===== src/rtl/sim_sequencer_pkg.sv =====
`default_nettype none
// ============================================================================
// Module   : sim_sequencer_pkg
// Purpose  : Shared definitions for the simulation time-step sequencer. It
//            provides the sim_time width, the counter width, the FSM state
//            encodings and a helper that sizes the period timer.
// Ports    : none (package)
// Revision : 1.0 - initial release
// ============================================================================
package sim_sequencer_pkg;

  localparam int WIDTH_TIME    = 16;
  localparam int WIDTH_COUNTER = 12;

  typedef logic [1:0] state_t;

  localparam state_t ST_IDLE = 2'd0;
  localparam state_t ST_RUN  = 2'd1;
  localparam state_t ST_WAIT = 2'd2;

  // Bits needed to hold 0..period-1. The result is never less than 1, so a
  // two-cycle period still gets a real register.
  function automatic int timer_width(input int period);
    return (period <= 2) ? 1 : $clog2(period);
  endfunction

endpackage
`default_nettype wire


===== src/rtl/sim_sequencer_step_timer.sv =====
`default_nettype none
// ============================================================================
// Module   : sim_sequencer_step_timer
// Purpose  : Period counter for one simulation time step. The count clears on
//            request, advances while enabled and saturates at LIMIT. The
//            expired flag is high while the count equals LIMIT.
// Ports    : clk     - system clock, rising edge
//            sta_n   - asynchronous active-low reset
//            clear   - synchronous clear to 0 (has priority over enable)
//            enable  - advance the count by one per cycle
//            expired - count == LIMIT
// Revision : 1.0 - initial release
// ============================================================================
module sim_sequencer_step_timer #(
  parameter int LIMIT = 7,
  parameter int WIDTH = 3
) (
  input  logic clk,
  input  logic sta_n,
  input  logic clear,
  input  logic enable,
  output logic expired
);

  localparam logic [WIDTH-1:0] C_LIMIT = WIDTH'(LIMIT);

  logic [WIDTH-1:0] r_count;

  always_ff @(posedge clk or negedge sta_n) begin
    if (!sta_n) begin
      r_count <= '0;
    end else if (clear) begin
      r_count <= '0;
    end else if (enable && (r_count != C_LIMIT)) begin
      r_count <= r_count + WIDTH'(1);
    end
  end

  assign expired = (r_count == C_LIMIT);

endmodule
`default_nettype wire


===== src/rtl/sim_sequencer.sv =====
`default_nettype none
// ============================================================================
// Module   : sim_sequencer
// Purpose  : Time-step sequencer for a cycle-based simulator. Each time step
//            lasts STEP_PERIOD clocks. During a step, N_STEPS sub-steps are
//            issued on counter. After the sub-steps, the sequencer waits for
//            the end of the period. A run ends at T_END, or at the step
//            boundary that follows a stop request.
// Ports    : clk        - system clock, rising edge
//            sta_n      - asynchronous active-low reset
//            start      - pulse that begins a run from idle
//            stop       - request to end the run at the next step boundary
//            hold       - freezes sub-step advance while running
//            counter    - sub-step index 1..N_STEPS, 0 otherwise
//            sim_time   - current time-step number, 1-based
//            step_start - high in the first cycle of each step
//            step_done  - high in the last cycle of each step
//            busy       - high whenever not idle
//            overrun    - sticky flag: sub-steps overran the step period
// Revision : 1.0 - initial release
// ============================================================================
module sim_sequencer
  import sim_sequencer_pkg::*;
#(
  parameter int N_STEPS     = 350,
  parameter int STEP_PERIOD = 400,
  parameter int T_END       = 0
) (
  input  logic                     clk,
  input  logic                     sta_n,
  input  logic                     start,
  input  logic                     stop,
  input  logic                     hold,
  output logic [WIDTH_COUNTER-1:0] counter,
  output logic [WIDTH_TIME-1:0]    sim_time,
  output logic                     step_start,
  output logic                     step_done,
  output logic                     busy,
  output logic                     overrun
);

  localparam int                       TIMER_W   = timer_width(STEP_PERIOD);
  localparam logic [WIDTH_COUNTER-1:0] C_N_STEPS = WIDTH_COUNTER'(N_STEPS);
  localparam logic [WIDTH_TIME-1:0]    C_T_END   = WIDTH_TIME'(T_END);

  state_t r_state;
  logic   r_stop_pending;
  logic   w_expired;
  logic   w_run_done;
  logic   w_boundary;
  logic   w_last_step;
  logic   w_timer_clear;
  logic   w_timer_enable;

  // The boundary depends on hold in the current cycle. For that reason,
  // step_done is decoded from the registered state and hold instead of being
  // registered itself.
  always_comb begin
    w_run_done  = (r_state == ST_RUN) && !hold && (counter == C_N_STEPS);
    w_boundary  = w_expired && ((r_state == ST_WAIT) || w_run_done);
    // A stop seen in the boundary cycle itself also ends the run.
    w_last_step = r_stop_pending || stop ||
                  ((T_END != 0) && (sim_time == C_T_END));
    w_timer_clear  = (r_state == ST_IDLE) || w_boundary;
    w_timer_enable = (r_state != ST_IDLE);
  end

  sim_sequencer_step_timer #(
    .LIMIT (STEP_PERIOD - 1),
    .WIDTH (TIMER_W)
  ) u_step_timer (
    .clk     (clk),
    .sta_n   (sta_n),
    .clear   (w_timer_clear),
    .enable  (w_timer_enable),
    .expired (w_expired)
  );

  always_ff @(posedge clk or negedge sta_n) begin
    if (!sta_n) begin
      r_state        <= ST_IDLE;
      r_stop_pending <= 1'b0;
      counter        <= '0;
      sim_time       <= '0;
      step_start     <= 1'b0;
      overrun        <= 1'b0;
    end else begin
      step_start <= 1'b0;
      if ((r_state != ST_IDLE) && stop) begin
        r_stop_pending <= 1'b1;
      end

      if (w_boundary) begin
        if (w_last_step) begin
          r_state        <= ST_IDLE;
          counter        <= '0;
          r_stop_pending <= 1'b0;
        end else begin
          r_state    <= ST_RUN;
          counter    <= WIDTH_COUNTER'(1);
          sim_time   <= sim_time + WIDTH_TIME'(1);  // wraps silently
          step_start <= 1'b1;
        end
      end else begin
        case (r_state)
          ST_IDLE: begin
            counter        <= '0;
            r_stop_pending <= 1'b0;
            if (start) begin
              r_state    <= ST_RUN;
              counter    <= WIDTH_COUNTER'(1);
              sim_time   <= WIDTH_TIME'(1);
              step_start <= 1'b1;
              overrun    <= 1'b0;
            end
          end
          ST_RUN: begin
            // The period has ended, but the sub-steps have not finished.
            if (w_expired) begin
              overrun <= 1'b1;
            end
            if (!hold) begin
              if (counter < C_N_STEPS) begin
                counter <= counter + WIDTH_COUNTER'(1);
              end else begin
                counter <= '0;
                r_state <= ST_WAIT;
              end
            end
          end
          ST_WAIT: begin
          end
          default: begin
            r_state <= ST_IDLE;
            counter <= '0;
          end
        endcase
      end
    end
  end

  assign step_done = w_boundary;
  assign busy      = (r_state != ST_IDLE);

endmodule
`default_nettype wire

===== config.mk =====
export PLATFORM = sky130hd
export DESIGN_NAME = sim_sequencer
export DESIGN_NICKNAME = d
export VERILOG_FILES = /design/src/rtl/sim_sequencer_pkg.sv /design/src/rtl/sim_sequencer_step_timer.sv /design/src/rtl/sim_sequencer.sv
export SDC_FILE = /design/constraint.sdc
export NUM_CORES = 1
export LEC_CHECK = 0
export ABC_AREA = 1
export CAP_MARGIN = 20
export CELL_PAD_IN_SITES_DETAIL_PLACEMENT = 0
export CELL_PAD_IN_SITES_GLOBAL_PLACEMENT = 1
export CORE_ASPECT_RATIO = 1.25
export CORE_UTILIZATION = 39
export CTS_CLUSTER_SIZE = 20
export DETAILED_ROUTE_END_ITERATION = 8
export PLACE_DENSITY_LB_ADDON = 0.1
export SLEW_MARGIN = 20
export SYNTH_ARGS = -nofsm -noshare
export SYNTH_HDL_FRONTEND = slang
export SYNTH_SLANG_ARGS = --single-unit

===== constraint.sdc =====
create_clock -name clk -period 1.9 [get_ports clk]
set_input_delay 0.475 -clock clk [delete_from_list [all_inputs] [get_ports clk]]
set_output_delay 0.475 -clock clk [all_outputs]
set_load 0.01 [all_outputs]

==> out/metrics.csv <==
stage,metric,value,unit
run_status,status,"complete, but fails checks",
run_status,violated checks,setup timing,
timing,setup_tns,-0.1187,ns
yosys,Post-synth EDFFs,0,
setup_path,WS Path Type,register to output port,
layout,share of cells above drive strength 1,20.00,%
timing,Worst Max-Slew Pin Slew,0.4331,ns
timing,Final Setup Violations,1,
setup_path,Worst EP required,1.42,ns
pwr,Sw Ratio,31.07,%
route,final WL,5823,um
place,DP HPWL,4401,um
floorplanning,Rows,32,
layout,final std cells w/o fill,500,
layout,final net count,423,
route,post-route ant nets,0,
floorplanning,core area,6126,um2
yosys,YS warnings,0,
layout,final core utilization,56.27,%
setup_path,Critical Path AT,1.54,ns
yosys,"Top FF cell, synth",dfrtp_1,
layout,Area Overhead vs Synth,39.71,%
floorplanning,Starting Density,40.28,%
yosys,Post-synth ARST share,100.0,%
timing,RSZ-0062 raised after global routing,true,
yosys,Mapped Area,2467,um2
timing,Tmin final,2.019,ns
pwr,Comb power frac,33.7,%
yosys,Gate Count Post-Synth,324,
grt,GRT Total Usage,19.71,%
timing,Final WS setup,-0.1187,ns
place,Placed Cells incl. Taps,487,
timing,Slew HR,70.90,%
clocking,Hold Buf Count CTS,0,
pwr,Leak,1.590,nW
route,router iterations before antenna repair,4,
place,dpl cell area,3267,um2
place,port bufs,36,
route,average via count per standard cell,4.580,
pwr,PD cells,815.7,nW/um2
pwr,Int Power,1.938,mW
route,WL per Instance,11.65,um
timing,worst hold slack,0.1042,ns
timing,clock skew,0.008237,ns
floorplanning,number of I/O pins,37,
timing,Tcrit/Tclk final,106.2,%
yosys,post-synthesis cell type count,28,
pwr,maximum vdd drop,0.5081,mV
clocking,Worst-path clk slew,0.09,ns
pwr,clock share of power,30.4,%
yosys,#FFs+latches synth,42,
grt,initial antenna violation count,0,
pwr,sequential share of power,35.9,%
job,Max-cap violations,0,
clocking,H-tree depth,2,
route,Via Count,2290,
yosys,"Seq/Total Area, Yosys",42.60,%
pwr,Psw,873.5,uW
timing,Fmax,495.4,MHz
layout,Antenna diodes,0,
route,drt initial violations,92,
setup_path,CP Capture Type,output port,
floorplanning,die height,90.93,um
clocking,Clock Tree Buf Depth,2,
setup_path,Startpoint Class,register,
grt,pin count of the biggest net entering global routing,27,
timing,Final Hold Viols,0,
yosys,net count after synthesis,333,
min_path,worst hold-check path type,input port to async pin,
floorplanning,die width,73.14,um
floorplanning,Die ar.,6651,um2
timing,max-slew violations,0,
place,Placer Congestion,0.8328,
clocking,CTS tree,done,
clocking,Clock Root Buffer,clkbuf_8,
grt,vias in the first global route,2237,
clocking,clock insertion delay at the later pin of the skew report,0.30,ns
grt,first-pass GRT wire length,10130,um
setup_path,"Max FO, Critical Path",2,
route,DRC,0,
layout,post-layout instance area,3447,um2
yosys,"Avg Cell Area, Syn",7.615,um2
grt,GRT Residual Overflow,0,
clocking,CTS sink cnt,42,
clocking,number of buffers created by CTS,5,
-- routing by layer --
layer	track usage, %	vias to the layer above	part of all wire [%]
li1	-	1214	-
met1	24.27	1034	45
met2	34.65	35	51
met3	3.663	7	2.7
met4	5.065	0	1.5
met5	0	-	0
-- Yosys cell counts, types with 2 or more instances --
cell       n  area [um2]
a21oi_1    5       25.02
a31oi_1    2       12.51
buf_6      4       45.04
dfrtp_1   42        1051
ha_1       4       50.05
inv_1     33       123.9
inv_2      4       15.01
inv_4      3       18.77
nand2_1   87       326.6
nand2_2    2       12.51
nand2_4    4       45.04
nand3_1   28       140.1
nand4_1    3       18.77
nor2_1    47       176.4
nor2_4     2       22.52
nor3_1    12       60.06
o21ai_0   13       65.06
o21ai_1    3       15.01
o21bai_1   3       22.52
xor2_1    15       131.4
-- cell families (layout without fill, tap and decap cells) --
group           Yosys count  in the layout  share of synthesized area, %
simple gates            189            189                         34.53
fa+ha+maj                 4              4                         2.028
compound gates           29             29                         6.947
xor+xnor                 16             16                         5.680
buf+inv                  44            135                         8.215
flops                    42             42                         42.60
-- what timing repair did --
action | CTS | global route
buffers inserted | 3 | 2
resized for setup | 7 | 5
setup endpoints to repair | 2 | 5
pin swaps | 2 | 1
-- metrics by stage --
stage,worst slack [ns],power (mW)
finish,-0.1187,2.812
global route,-0.2128,2.991
CTS,-0.1833,2.831
detailed placement,-0.5747,1.926
global placement,-0.5925,1.911
floorplan,0.1730,1.488
-- power by group through the flow --
| stage | clock [mW] | sequential (mW) | combinational, mW |
|---|---|---|---|
| floorplan | 0 | 1.06 | 0.424 |
| global placement | 0 | 1.03 | 0.884 |
| detailed placement | 0 | 1.03 | 0.897 |
| CTS | 0.888 | 1.01 | 0.938 |
| global route | 0.917 | 1.01 | 1.06 |
| finish | 0.855 | 1.01 | 0.949 |
-- layout make-up --
type / instances / area (um2)
Clock inverter: 3 / 68.82
Tap cell: 85 / 106.4
Clock buffer: 5 / 68.82
Sequential cell: 42 / 1051
Inverter: 40 / 160.2
Fill cell: 604 / 2679
Timing Repair Buffer: 87 / 773.2
Multi-Input combinational cell: 238 / 1219
-- layout by cell type, fill, tap and decap left out, types with 4 or more instances in the layout --
master           Yosys  layout
a21oi_1              5       5
buf_4                0      48
clkbuf_8             0       5
clkdlybuf4s50_1      0      31
dfrtp_1             42      42
ha_1                 4       4
inv_1               33      32
inv_2                4       5
nand2_1             87      85
nand2_2              2       4
nand2_4              4       4
nand3_1             28      28
nor2_1              47      47
nor3_1              12      12
o21ai_0             13      13
xor2_1              15      15
-- final timing paths --
path | start | slack [ns] | to | cells past startpoint
min in group clk | overrun | 0.54 | overrun | 2
max in group asynchronous | sta_n | 1.31 | sim_time[10] | 2
hold reg to reg | overrun | 0.54 | overrun | 2
hold / removal | sta_n | 0.10 | u_step_timer.r_count[3] | 1
setup reg to reg | counter[0] | 0.13 | counter[3] | 13
setup / recovery | counter[0] | -0.12 | step_done | 9
-- sequential cells by signal (all words and copies together) (netlist names) --
signal and count:
sim_time 16, counter 12, u_step_timer.r_count 9, r_state 2, overrun 1, r_stop_pending 1, step_start 1
-- critical path: stages (launching register included) --
cell and delay (ns):
dfrtp_1 0.39, inv_1 0.06, ha_1 0.14, inv_1 0.04
nor2_1 0.09, nand2_1 0.07, nor2_2 0.09, nand2_2 0.08
a21oi_4 0.17, buf_6 0.12
Power figures use the tool's default switching activity.
